==> src/rtl/imem_loader.sv <==
// -----------------------------------------------------------------------------
// imem_loader
//
// Receives a program as a byte stream and writes it into instruction memory.
// The stream is N little-endian words followed by one checksum byte, which must
// equal the XOR of all payload bytes. The processor is held in reset while the
// loader is busy.
//
// Parameters
//   INS_ADDRESS : instruction-memory byte-address width
//   INS_W       : instruction word width (four bytes per word)
//
// Ports
//   clk, rst    : clock (rising edge) and asynchronous active-high reset
//   start       : one-cycle load request. Accepted only when idle or done.
//   load_words  : requested word count. Captured on an accepted start and
//                 clamped to the memory depth.
//   byte_valid  : byte_data carries a byte
//   byte_data   : program byte
//   byte_ready  : loader accepts a byte this cycle
//   we, wa, wd  : instruction-memory write strobe, byte address and data
//   cpu_hold    : hold the processor while loading
//   done        : load finished; stays high until the next accepted start
//   err         : checksum mismatch on the last load
// -----------------------------------------------------------------------------
module imem_loader #(
    parameter int INS_ADDRESS = 9,
    parameter int INS_W       = 32
) (
    input  logic                   clk,
    input  logic                   rst,
    input  logic                   start,
    input  logic [INS_ADDRESS-2:0] load_words,
    input  logic                   byte_valid,
    input  logic [7:0]             byte_data,
    output logic                   byte_ready,
    output logic                   we,
    output logic [INS_ADDRESS-1:0] wa,
    output logic [INS_W-1:0]       wd,
    output logic                   cpu_hold,
    output logic                   done,
    output logic                   err
);

    localparam int BYTES  = INS_W / 8;
    localparam int CNT_W  = (BYTES > 1) ? $clog2(BYTES) : 1;
    localparam int IDX_W  = INS_ADDRESS - 1;   // wide enough to hold the word count itself
    localparam int SLOT_W = INS_ADDRESS - 2;   // word-index field of the byte address
    localparam logic [IDX_W-1:0] MAX_WORDS = IDX_W'(1) << SLOT_W;

    typedef enum logic [1:0] {
        IDLE  = 2'd0,
        LOAD  = 2'd1,
        CHECK = 2'd2,
        DONE  = 2'd3
    } state_t;

    state_t             state_reg, state_next;
    logic [IDX_W-1:0]   n_reg;
    logic [IDX_W-1:0]   word_idx_reg;
    logic [CNT_W-1:0]   byte_cnt_reg;
    logic [7:0]         csum_reg;
    logic               we_reg;
    logic [INS_ADDRESS-1:0] wa_reg;
    logic [INS_W-1:0]   wd_reg;
    logic               err_reg;
    logic [7:0]         lane_reg [BYTES-1];   // lower bytes of the word being assembled

    logic               busy;
    logic               accept;
    logic               start_accept;
    logic               load_accept;
    logic               check_accept;
    logic               last_byte;
    logic               last_word;
    logic [IDX_W-1:0]   n_clamped;
    logic [INS_W-1:0]   word_full;

    // ---------------------------------------------------------------------
    // Handshake and decode
    // ---------------------------------------------------------------------
    assign busy         = (state_reg == LOAD) || (state_reg == CHECK);
    assign accept       = byte_valid && busy;
    assign start_accept = start && ((state_reg == IDLE) || (state_reg == DONE));
    assign load_accept  = accept && (state_reg == LOAD);
    assign check_accept = accept && (state_reg == CHECK);
    assign last_byte    = (byte_cnt_reg == CNT_W'(BYTES - 1));
    assign last_word    = ((word_idx_reg + IDX_W'(1)) == n_reg);

    // Clamping the count keeps the address index from ever wrapping.
    assign n_clamped = (load_words > MAX_WORDS) ? MAX_WORDS : load_words;

    // ---------------------------------------------------------------------
    // Byte lanes: lane gi captures the gi-th byte of a word. The top byte is
    // never stored; it is taken straight from the input on the final edge.
    // ---------------------------------------------------------------------
    generate
        for (genvar gi = 0; gi < BYTES - 1; gi++) begin : g_lane
            always_ff @(posedge clk or posedge rst) begin
                if (rst) begin
                    lane_reg[gi] <= 8'h00;
                end else if (load_accept && (byte_cnt_reg == CNT_W'(gi))) begin
                    lane_reg[gi] <= byte_data;
                end
            end
            assign word_full[gi*8 +: 8] = lane_reg[gi];
        end
    endgenerate
    assign word_full[INS_W-1 -: 8] = byte_data;

    // ---------------------------------------------------------------------
    // FSM
    // ---------------------------------------------------------------------
    always_ff @(posedge clk or posedge rst) begin
        if (rst) begin
            state_reg <= IDLE;
        end else begin
            state_reg <= state_next;
        end
    end

    always_comb begin
        state_next = state_reg;
        byte_ready = 1'b0;
        cpu_hold   = 1'b0;
        done       = 1'b0;
        case (state_reg)
            IDLE, DONE: begin
                done = (state_reg == DONE);
                if (start) begin
                    state_next = (n_clamped == '0) ? CHECK : LOAD;
                end
            end
            LOAD: begin
                byte_ready = 1'b1;
                cpu_hold   = 1'b1;
                if (load_accept && last_byte && last_word) begin
                    state_next = CHECK;
                end
            end
            CHECK: begin
                byte_ready = 1'b1;
                cpu_hold   = 1'b1;
                if (check_accept) begin
                    state_next = DONE;
                end
            end
            default: state_next = IDLE;
        endcase
    end

    // ---------------------------------------------------------------------
    // Datapath: counters, checksum and the registered write port
    // ---------------------------------------------------------------------
    always_ff @(posedge clk or posedge rst) begin
        if (rst) begin
            n_reg        <= '0;
            word_idx_reg <= '0;
            byte_cnt_reg <= '0;
            csum_reg     <= 8'h00;
            we_reg       <= 1'b0;
            wa_reg       <= '0;
            wd_reg       <= '0;
            err_reg      <= 1'b0;
        end else begin
            // The strobe is a single-cycle pulse; address and data hold.
            we_reg <= 1'b0;
            if (start_accept) begin
                n_reg        <= n_clamped;
                word_idx_reg <= '0;
                byte_cnt_reg <= '0;
                csum_reg     <= 8'h00;
                err_reg      <= 1'b0;
            end else if (load_accept) begin
                csum_reg <= csum_reg ^ byte_data;
                if (last_byte) begin
                    byte_cnt_reg <= '0;
                    we_reg       <= 1'b1;
                    wd_reg       <= word_full;
                    wa_reg       <= {word_idx_reg[SLOT_W-1:0], 2'b00};
                    word_idx_reg <= word_idx_reg + IDX_W'(1);
                end else begin
                    byte_cnt_reg <= byte_cnt_reg + CNT_W'(1);
                end
            end else if (check_accept) begin
                err_reg <= (byte_data != csum_reg);
            end
        end
    end

    assign we  = we_reg;
    assign wa  = wa_reg;
    assign wd  = wd_reg;
    assign err = err_reg;

endmodule
==> config.mk <==
export PLATFORM = sky130hd
export DESIGN_NAME = imem_loader
export DESIGN_NICKNAME = d
export VERILOG_FILES = /design/src/rtl/imem_loader.sv
export SDC_FILE = /design/constraint.sdc
export NUM_CORES = 1
export LEC_CHECK = 0
export BUFFER_PORTS_ARGS = -buffer_cell sky130_fd_sc_hd__buf_2
export CAP_MARGIN = 15
export CELL_PAD_IN_SITES_DETAIL_PLACEMENT = 1
export CELL_PAD_IN_SITES_GLOBAL_PLACEMENT = 2
export CORE_UTILIZATION = 38
export CTS_CLUSTER_SIZE = 8
export DETAILED_ROUTE_END_ITERATION = 16
export PLACE_DENSITY_LB_ADDON = 0.1
export SYNTH_ARGS = -nofsm -noshare
export SYNTH_HDL_FRONTEND = slang
export SYNTH_SLANG_ARGS = --single-unit
export TNS_END_PERCENT = 10
==> constraint.sdc <==
create_clock -name clk -period 4.8 [get_ports clk]
set_input_delay 0.96 -clock clk [delete_from_list [all_inputs] [get_ports clk]]
set_output_delay 0.96 -clock clk [all_outputs]
set_load 0.1 [all_outputs]
=== Word level (Yosys, flattened, before mapping) ===
Cells that the tools add are included.

* Register bits after elaboration: 93
* Latch bits: 0
* Bits in writable memories: 0
* Memory bits (read-only): 0
* Input bits: 20
* Output and inout bits: 46
* Word-level logic and storage cells: 74
* Memories kept: 0

* $add $sub $neg: 2
* Multiply operators: 0
* Div/mod/pow operators: 0
* Magnitude comparators: 1
* Equal/unequal tests: 12
* Shift operators: 0
* Multiplexer cells: 22
* Bitwise logic cells: 2
* Reduce and logical (&&, ||, !) cells: 23

{| class="wikitable"
|+ Operators by type and width
! kind !! count
|-
| $mux W8 || 6
|-
| $mux W2 || 7
|-
| $logic_and A1 B1 Y1 || 9
|-
| $add A8 B1 Y8 const B || 1
|-
| $eq A2 B2 Y1 const B || 4
|-
| $eq A8 B8 Y1 || 1
|-
| $gt A8 B8 Y1 const B || 1
|-
| $logic_not A8 Y1 || 1
|-
| $mux W1 || 8
|-
| $ne A8 B8 Y1 || 1
|-
| $xor A8 B8 Y8 || 1
|-
| $ne A2 B2 Y1 const B || 3
|-
| $pmux W2 S3 || 1
|-
| $reduce_and A3 Y1 || 2
|-
| $reduce_bool A2 Y1 || 3
|-
| $eq A2 B1 Y1 const B || 2
|-
| $logic_not A2 Y1 || 2
|-
| $reduce_and A2 Y1 || 2
|-
| $reduce_or A2 Y1 || 2
|-
| $add A2 B1 Y2 const B || 1
|-
| $logic_or A1 B1 Y1 || 2
|-
| $ne A2 B1 Y1 const B || 1
|-
| $not A1 Y1 || 1
|}

=== Logic depth before layout (Yosys ltp) ===
Gate-level depths: netlist (run 1).

* Depth after elaboration: 8
* Depth in mapped cells: 10
* Depth with buffers taken out: 9

=== Worst setup path after synthesis (run 1) ===
OpenSTA, ideal clock, no wires.

* Path kind: register to register
* Start point: register state_reg[0]
* End point: register state_reg[0]
* Setup time: 125 ps
* Arrival time: 2364 ps
* Required time: 4675 ps
* Path slack: 2312 ps
* Cell stages (with the launch flop): 9
* Buffers on the path: 0
* Period minus slack after synthesis: 2488 ps
* Path through: dfrtp_1 -> inv_1 -> ha_1 -> inv_2 -> o22ai_1 -> or4_1 -> nor4_1 -> a31oi_1 -> mux2_2

* Longest elaborated chain between the ends: 8
* Elaborated cells on any way between the ends: 16
* Those cells by class: eq/ne: 6; mux: 1; reduce/logical: 9

{| class="wikitable"
|+ RTL lines
! element !! line !! text
|-
| start, declared || 58 || <nowiki>state_t state_reg, state_next;</nowiki>
|-
| start signal, assigned || 118 || <nowiki>state_reg <= state_next;</nowiki>
|-
| $eq A2 B1 Y1 or $eq A2 B2 Y1 (tied branches) || n/a ||
|-
| $logic_or A1 B1 Y1 || 82 || <nowiki>assign busy = (state_reg == LOAD) || (state_reg == CHECK);</nowiki>
|-
| $logic_and A1 B1 Y1 || 83 || <nowiki>assign accept = byte_valid && busy;</nowiki>
|-
| $logic_and A1 B1 Y1 || 85 || <nowiki>assign load_accept = accept && (state_reg == LOAD);</nowiki>
|-
| $logic_and A1 B1 Y1 (2 in series) || 137 || <nowiki>if (load_accept && last_byte && last_word) begin</nowiki>
|-
| $ne A2 B1 Y1 (no source line) || n/a ||
|-
| $reduce_and A3 Y1 (no source line) || n/a ||
|}

Several ways; a longest one is shown, not always the timed one.
A chain may end at the register's enable or synchronous reset.

=== Worst setup path after layout (run 1) ===
* Start point: register state_reg[0]
* End point: register state_reg[1]

Same word-level chain as after synthesis.

==> results of run 1 <==
==> through the flow <==
step	hold slack (ns)	total power (W)
detailed placement	0.4525	0.001960
floorplan	0.4331	0.001797
finish	0.4697	0.002472
global route	0.4906	0.002638
global placement	0.4423	0.001930
CTS	0.4753	0.002507
==> per-layer routing <==
metal	vias to the layer above	wire (um)	share of wire (%)
li1	1484	-	-
met2	50	4127	45
met1	1509	4695	51
met4	0	154	1.7
met5	-	0	0
met3	11	252	2.7
==> cell usage after synthesis (2+ instances only) <==
master    count
buf_4         3
inv_2         2
o21ai_0      36
dfrtp_1      93
and3_1        2
xor2_1        7
nand3_1      10
inv_1         9
a21oi_1       5
ha_1          8
nand4_1       2
clkbuf_1     12
o31ai_1       2
a31oi_1       2
mux2_2       27
xnor2_1       8
buf_6         2
nand2b_1     10
nor2_1        3
nor3_1        2
nand2_1     158
or4_1         3
==> kinds of logic (layout without fill, tap and decap cells) <==
logic type                 Yosys count  after routing  synth area share (%)
adders and majority gates            8              8                 2.424
AOI/OAI and AO/OA                   50             50                 6.725
DFF                                 93             93                 56.35
muxes                               28             28                 7.725
and+or+nand+nor                    197            197                 20.12
xor gates and xnor gates            15             15                 3.181
other                                1              2               0.09079
buffers and inverters               30             92                 3.393
==> layout make-up <==
class / instances / area share, %
flip-flops and latches: 93 / 49.10
repair buffers: 65 / 6.969
clock buffers: 13 / 3.353
well taps: 136 / 3.590
inverters: 11 / 0.8976
clock inverters: 3 / 0.9240
multi-input cells: 300 / 35.16
==> critical path: cells and delay by family, from the launching register on <==
family,cells,cell delay (ns)
simple gates,3,0.95
buf+inv,2,0.64
flops,1,0.40
fa+ha+maj,1,0.35
compound gates,2,0.35
mux,1,0.30
==> worst paths after layout <==
check / start / end / slack [ns] / cells past startpoint
max: state_reg[0] / state_reg[1] / 1.70 / 9
min: lane_reg[18] / wd[2] / 0.47 / 2
max reg2reg: state_reg[0] / state_reg[1] / 1.70 / 9
min reg2reg: lane_reg[18] / wd[2] / 0.47 / 2
max in group asynchronous: rst / n_reg[7] / 2.98 / 3
min in group asynchronous: rst / csum_reg[2] / 0.64 / 2
==> power groups by stage <==
stage / logic (W) / registers [W] / clock network, W
2_1_floorplan: 0.000613 / 0.00118 / 0
3_3_place_gp: 0.000867 / 0.00106 / 0
3_5_place_dp: 0.000885 / 0.00108 / 0
4_1_cts: 0.000888 / 0.00106 / 0.000560
5_1_grt: 0.000961 / 0.00108 / 0.000593
6_report: 0.000875 / 0.00106 / 0.000540
==> flow_summary.yaml, run 1 <==
die:
  core_sq_mm: 0.01042
  die_height_um: 106.3
  die_w_um: 106.3
  rows: 37
  io_pins: 66
  start_util_pct: 39.65
  dieArea_sq_mm: 0.01129
yosys:
  netlist_instances: 422
  syn_avg_cell_area_sq_um: 9.787
  yosysTopAreaCell: "dfrtp_1"
  synth_top_area_share_pct: 56.35
  synthArstFlopShare_pct: 100.0
  yosysSeqAreaShare_pct: 56.35
  synth_edf_count: 0
  ys_seq_elements: 93
  yosys-top-cells-area: "dfrtp_1, nand2_1, mux2_2"
  netlist_area_sq_mm: 0.004130
  ys_warn_count: 0
  synth_cell_types: 38
  ys.flop_type: "dfrtp_1"
power_and_ir_drop:
  clockPowerShare_pct: 21.8
  power_leakage_nw: 2.537
  peakVddDrop_uv: 649.8
  sequentialPowerShare_pct: 42.8
  power_frac_comb_pct: 35.4
  power_density_mw_per_mm2: 521.6
  switching_share_pct: 39.94
  power.switching_w: 0.0009873
  intPower_w: 0.001485
routing:
  via_count: 3054
  wl_per_cell_um: 14.86
  ant_nets: 0
  firstDrtPassIters: 4
  remaining_drc_errors: 0
  first_iter_violations: 143
  routed_wl_um: 9230
  via_per_inst: 4.918
finish:
  fin_nets: 508
  finish.utilization_pct: 45.50
  multi_input_area_sq_mm: 0.001667
  layout_common_cells: "nand2_1, dfrtp_1, buf_2, o21ai_0, mux2_2"
  n_antenna_cell: 0
  fillerInstances: 1236
  largest_reg_flops: 32
  layout.cells.non_filler: 621
  drive_gt1_share_pct: 23.71
  ff_latch_area_sq_mm: 0.002327
  syn2layout_area_growth_pct: 14.75
  layout_commonest_cell: "nand2_1"
  finalInstanceArea_sq_mm: 0.004740
place:
  postPlaceCellArea_sq_mm: 0.004537
  port_buffers: 63
  hpwl_um: 6212
  pre_cts_slack_ns: 1.425
  place_inst: 605
  place_congestion: 0.7691
grt:
  grt-ovfl-total: 0
  use_met2_pct: 27.78
  met1_usage_pct: 25.15
  grt.total_usage_pct: 17.91
  top_usage_layer: "met2"
  grt_pass1_vias: 3047
  grt_start_max_net_pins: 60
  grt_pass1_wl_um: 15450
  grt_antenna_before_repair: 0
  grt_util_met3_pct: 2.514
clocking:
  clockBufferDepth: 2
  numCtsBuffers: 9
  clock_latency_ns: 0.36
  clkTransAtPathRegs_ns: 0.08
  root_buffer: "clkbuf_8"
  cts_tree: "built"
  ctsHoldBuffers: 0
  cts_sinks: 93
  post-cts-setup-buffers: 0
  h-tree-depth: 3
  postCtsResizedCells: 0
timing:
  fin_crit_ns: 3.102
  slew_viol_final: 0
  rsz0062_at_grt: "no"
  clock.fmax_mhz: 322.4
  relSlewSlack_pct: 48.37
  setup_tns_ns: 0
  setup_violations: 0
  min_period_over_period_pct: 64.63
  fin_ws_ns: 1.698
  hold_viol: 0
  skew_ns: 0.007623
  worstMarginPinSlew_ns: 0.7733
hold_path:
  min_path_type: "reg -> reg"
critical_path:
  crit_chain: "inv_1 -> ha_1 -> and3b_1 -> nand2_2 -> inv_2 -> o21ai_0 -> nor4_1 -> a31oi_1 -> mux2_2"
  arrival_ns: 3.34
  worst-setup-path-type: "reg -> reg"
  worstSetupStartpointType: "register"
  worst-endpoint-required_ns: 5.04
  critPathCaptureType: "register"
  worst-path-max-fanout: 44
  cpMaxStageDelayCell: "inv_2"
  max_stage_delay_ns: 0.58
outcome:
  status: "completed"
job:
  cap_viol_max_count: 0
Power figures use the tool's default switching activity.
==> inputs of run 2 (changes only) <==
--- a/config.mk
+++ b/config.mk
@@ -9,7 +9,7 @@
 export CAP_MARGIN = 15
 export CELL_PAD_IN_SITES_DETAIL_PLACEMENT = 1
 export CELL_PAD_IN_SITES_GLOBAL_PLACEMENT = 2
-export CORE_UTILIZATION = 38
+export CORE_UTILIZATION = 32
 export CTS_CLUSTER_SIZE = 8
 export DETAILED_ROUTE_END_ITERATION = 16
 export PLACE_DENSITY_LB_ADDON = 0.1
==> constraint.sdc (replaced) <==
create_clock -name clk -period 2.76 [get_ports clk]
set_input_delay 0.552 -clock clk [delete_from_list [all_inputs] [get_ports clk]]
set_output_delay 0.552 -clock clk [all_outputs]
set_load 0.1 [all_outputs]
==> run 2 against run 1 <==
Effect of this change: via count down 0.16%; largest cell class unchanged; utilization down 6.2 points; clock power up 150%; fmax up 30%.
==> flow_summary.yaml, run 2 (synthesis results as in run 1) <==
clocking:
  clock_latency_ns: 0.35
  ctsHoldBuffers: 0
  cts_sinks: 93
  post-cts-setup-buffers: 0
  root_buffer: "clkbuf_16"
  clkTransAtPathRegs_ns: 0.07
  h-tree-depth: 3
  clockBufferDepth: 2
  postCtsResizedCells: 0
  cts_tree: "built"
  numCtsBuffers: 9
routing:
  first_iter_violations: 73
  ant_nets: 0
  routed_wl_um: 10020
  via_per_inst: 4.606
  firstDrtPassIters: 4
  remaining_drc_errors: 0
  via_count: 3049
  wl_per_cell_um: 15.14
critical_path:
  crit_chain: "ha_1 -> and3_4 -> nand3_2 -> xor2_1 -> mux2_4 -> a31oi_1 -> mux2_2"
  worst-path-max-fanout: 7
  critPathCaptureType: "register"
  arrival_ns: 2.61
  worst-endpoint-required_ns: 2.99
  max_stage_delay_ns: 0.47
  cpMaxStageDelayCell: "dfrtp_1"
  worstSetupStartpointType: "register"
  worst-setup-path-type: "reg -> reg"
finish:
  syn2layout_area_growth_pct: 20.12
  layout_commonest_cell: "nand2_1"
  largest_reg_flops: 32
  ff_latch_area_sq_mm: 0.002327
  drive_gt1_share_pct: 24.90
  layout_common_cells: "nand2_1, dfrtp_1, buf_2, o21ai_0, mux2_2"
  multi_input_area_sq_mm: 0.001667
  layout.cells.non_filler: 662
  n_antenna_cell: 0
  fillerInstances: 1488
  fin_nets: 513
grt:
  grt_pass1_vias: 3259
  grt-ovfl-total: 0
  grt_antenna_before_repair: 0
  grt_pass1_wl_um: 16910
  grt_start_max_net_pins: 54
  grt.total_usage_pct: 16.90
timing:
  hold_viol: 0
  fin_ws_ns: 0.3778
  slew_viol_final: 0
  worstMarginPinSlew_ns: 0.6226
  relSlewSlack_pct: 58.40
  min_period_over_period_pct: 86.31
  skew_ns: 0.008189
  setup_tns_ns: 0
  rsz0062_at_grt: "no"
  clock.fmax_mhz: 419.8
  fin_crit_ns: 2.382
  setup_violations: 0
power_and_ir_drop:
  power_leakage_nw: 2.623
  power_density_mw_per_mm2: 957.0
  peakVddDrop_uv: 1025
place:
  pre_cts_slack_ns: 0.4135
  place_congestion: 0.8008
  hpwl_um: 6928
  port_buffers: 63
  place_inst: 646
hold_path:
  min_path_type: "in -> async"
die:
  dieArea_sq_mm: 0.01337
  rows: 41
  die_height_um: 115.6
  die_w_um: 115.6
  core_sq_mm: 0.01262
  io_pins: 66
  start_util_pct: 32.73
outcome:
  status: "completed"
job:
  cap_viol_max_count: 0
-- run 2: cell types whose count changed in the layout (fill, tap and decap cells not counted) --
cell        before  now
bufinv_16        1    2
clkbuf_1         2    0
inv_6            0    1
clkinv_4         1    0
buf_12           0    2
clkbuf_8        11    0
clkbuf_16        0    9
clkinvlp_4       0    1
buf_4            2    5
clkinv_2         2    4
-- run 2: cell type report --
cell class              instances  share of cell area [%]
flip-flops and latches         93                   46.91
multi-input cells             300                   33.59
repair buffers                 70                   7.919
well taps                     172                   4.338
clock buffers                   9                   4.540
inverters                      11                  0.9079
clock inverters                 7                   1.791
-- run 2: path summary, 6_finish.rpt --
check	startpoint	endpoint	slack, ns	depth (start not counted)
setup reg to reg	word_idx_reg[0]	state_reg[1]	0.38	7
max in group asynchronous	rst	wd[29]	1.84	3
hold / removal	rst	lane_reg[3]	0.29	2
setup / recovery	word_idx_reg[0]	state_reg[1]	0.38	7
hold reg to reg	wd[2]	wd[2]	0.47	2
min in group clk	load_words[4]	n_reg[4]	0.46	3
-- run 2: critical path, delay by kind of cell, from the launching register on --
| family | cells | cell delay (ns) |
|---|---|---|
| flops | 1 | 0.47 |
| compound gates | 1 | 0.30 |
| mux | 2 | 0.70 |
| simple gates | 2 | 0.33 |
| xor+xnor | 1 | 0.20 |
| fa+ha+maj | 1 | 0.27 |
-- run 2: where the power goes --
part | switching [W] | internal, W
Sequential | 0.000194 | 0.00165
Clock | 0.000537 | 0.000791
Combinational | 0.00109 | 0.000486
Total | 0.00182 | 0.00293
-- run 2: per-stage QoR --
step	hold slack [ns]	util, %	area (sq um)	power, W
global route	0.3266	39.31	4961	0.005037
finish	0.2856	39.31	4961	0.004748
CTS	0.2942	39.31	4961	0.004813
global placement	0.4433	36.82	4647	0.003413
detailed placement	0.4495	36.82	4647	0.003469
floorplan	0.4331	-	4138	0.003126
-- run 2: metal layers --
metal	wire [um]	vias up	GRT usage, %
li1	-	1497	-
met1	4996	1495	22.99
met2	4579	45	26.71
met3	272	12	3.033
met4	174	0	6.923
met5	0	-	0
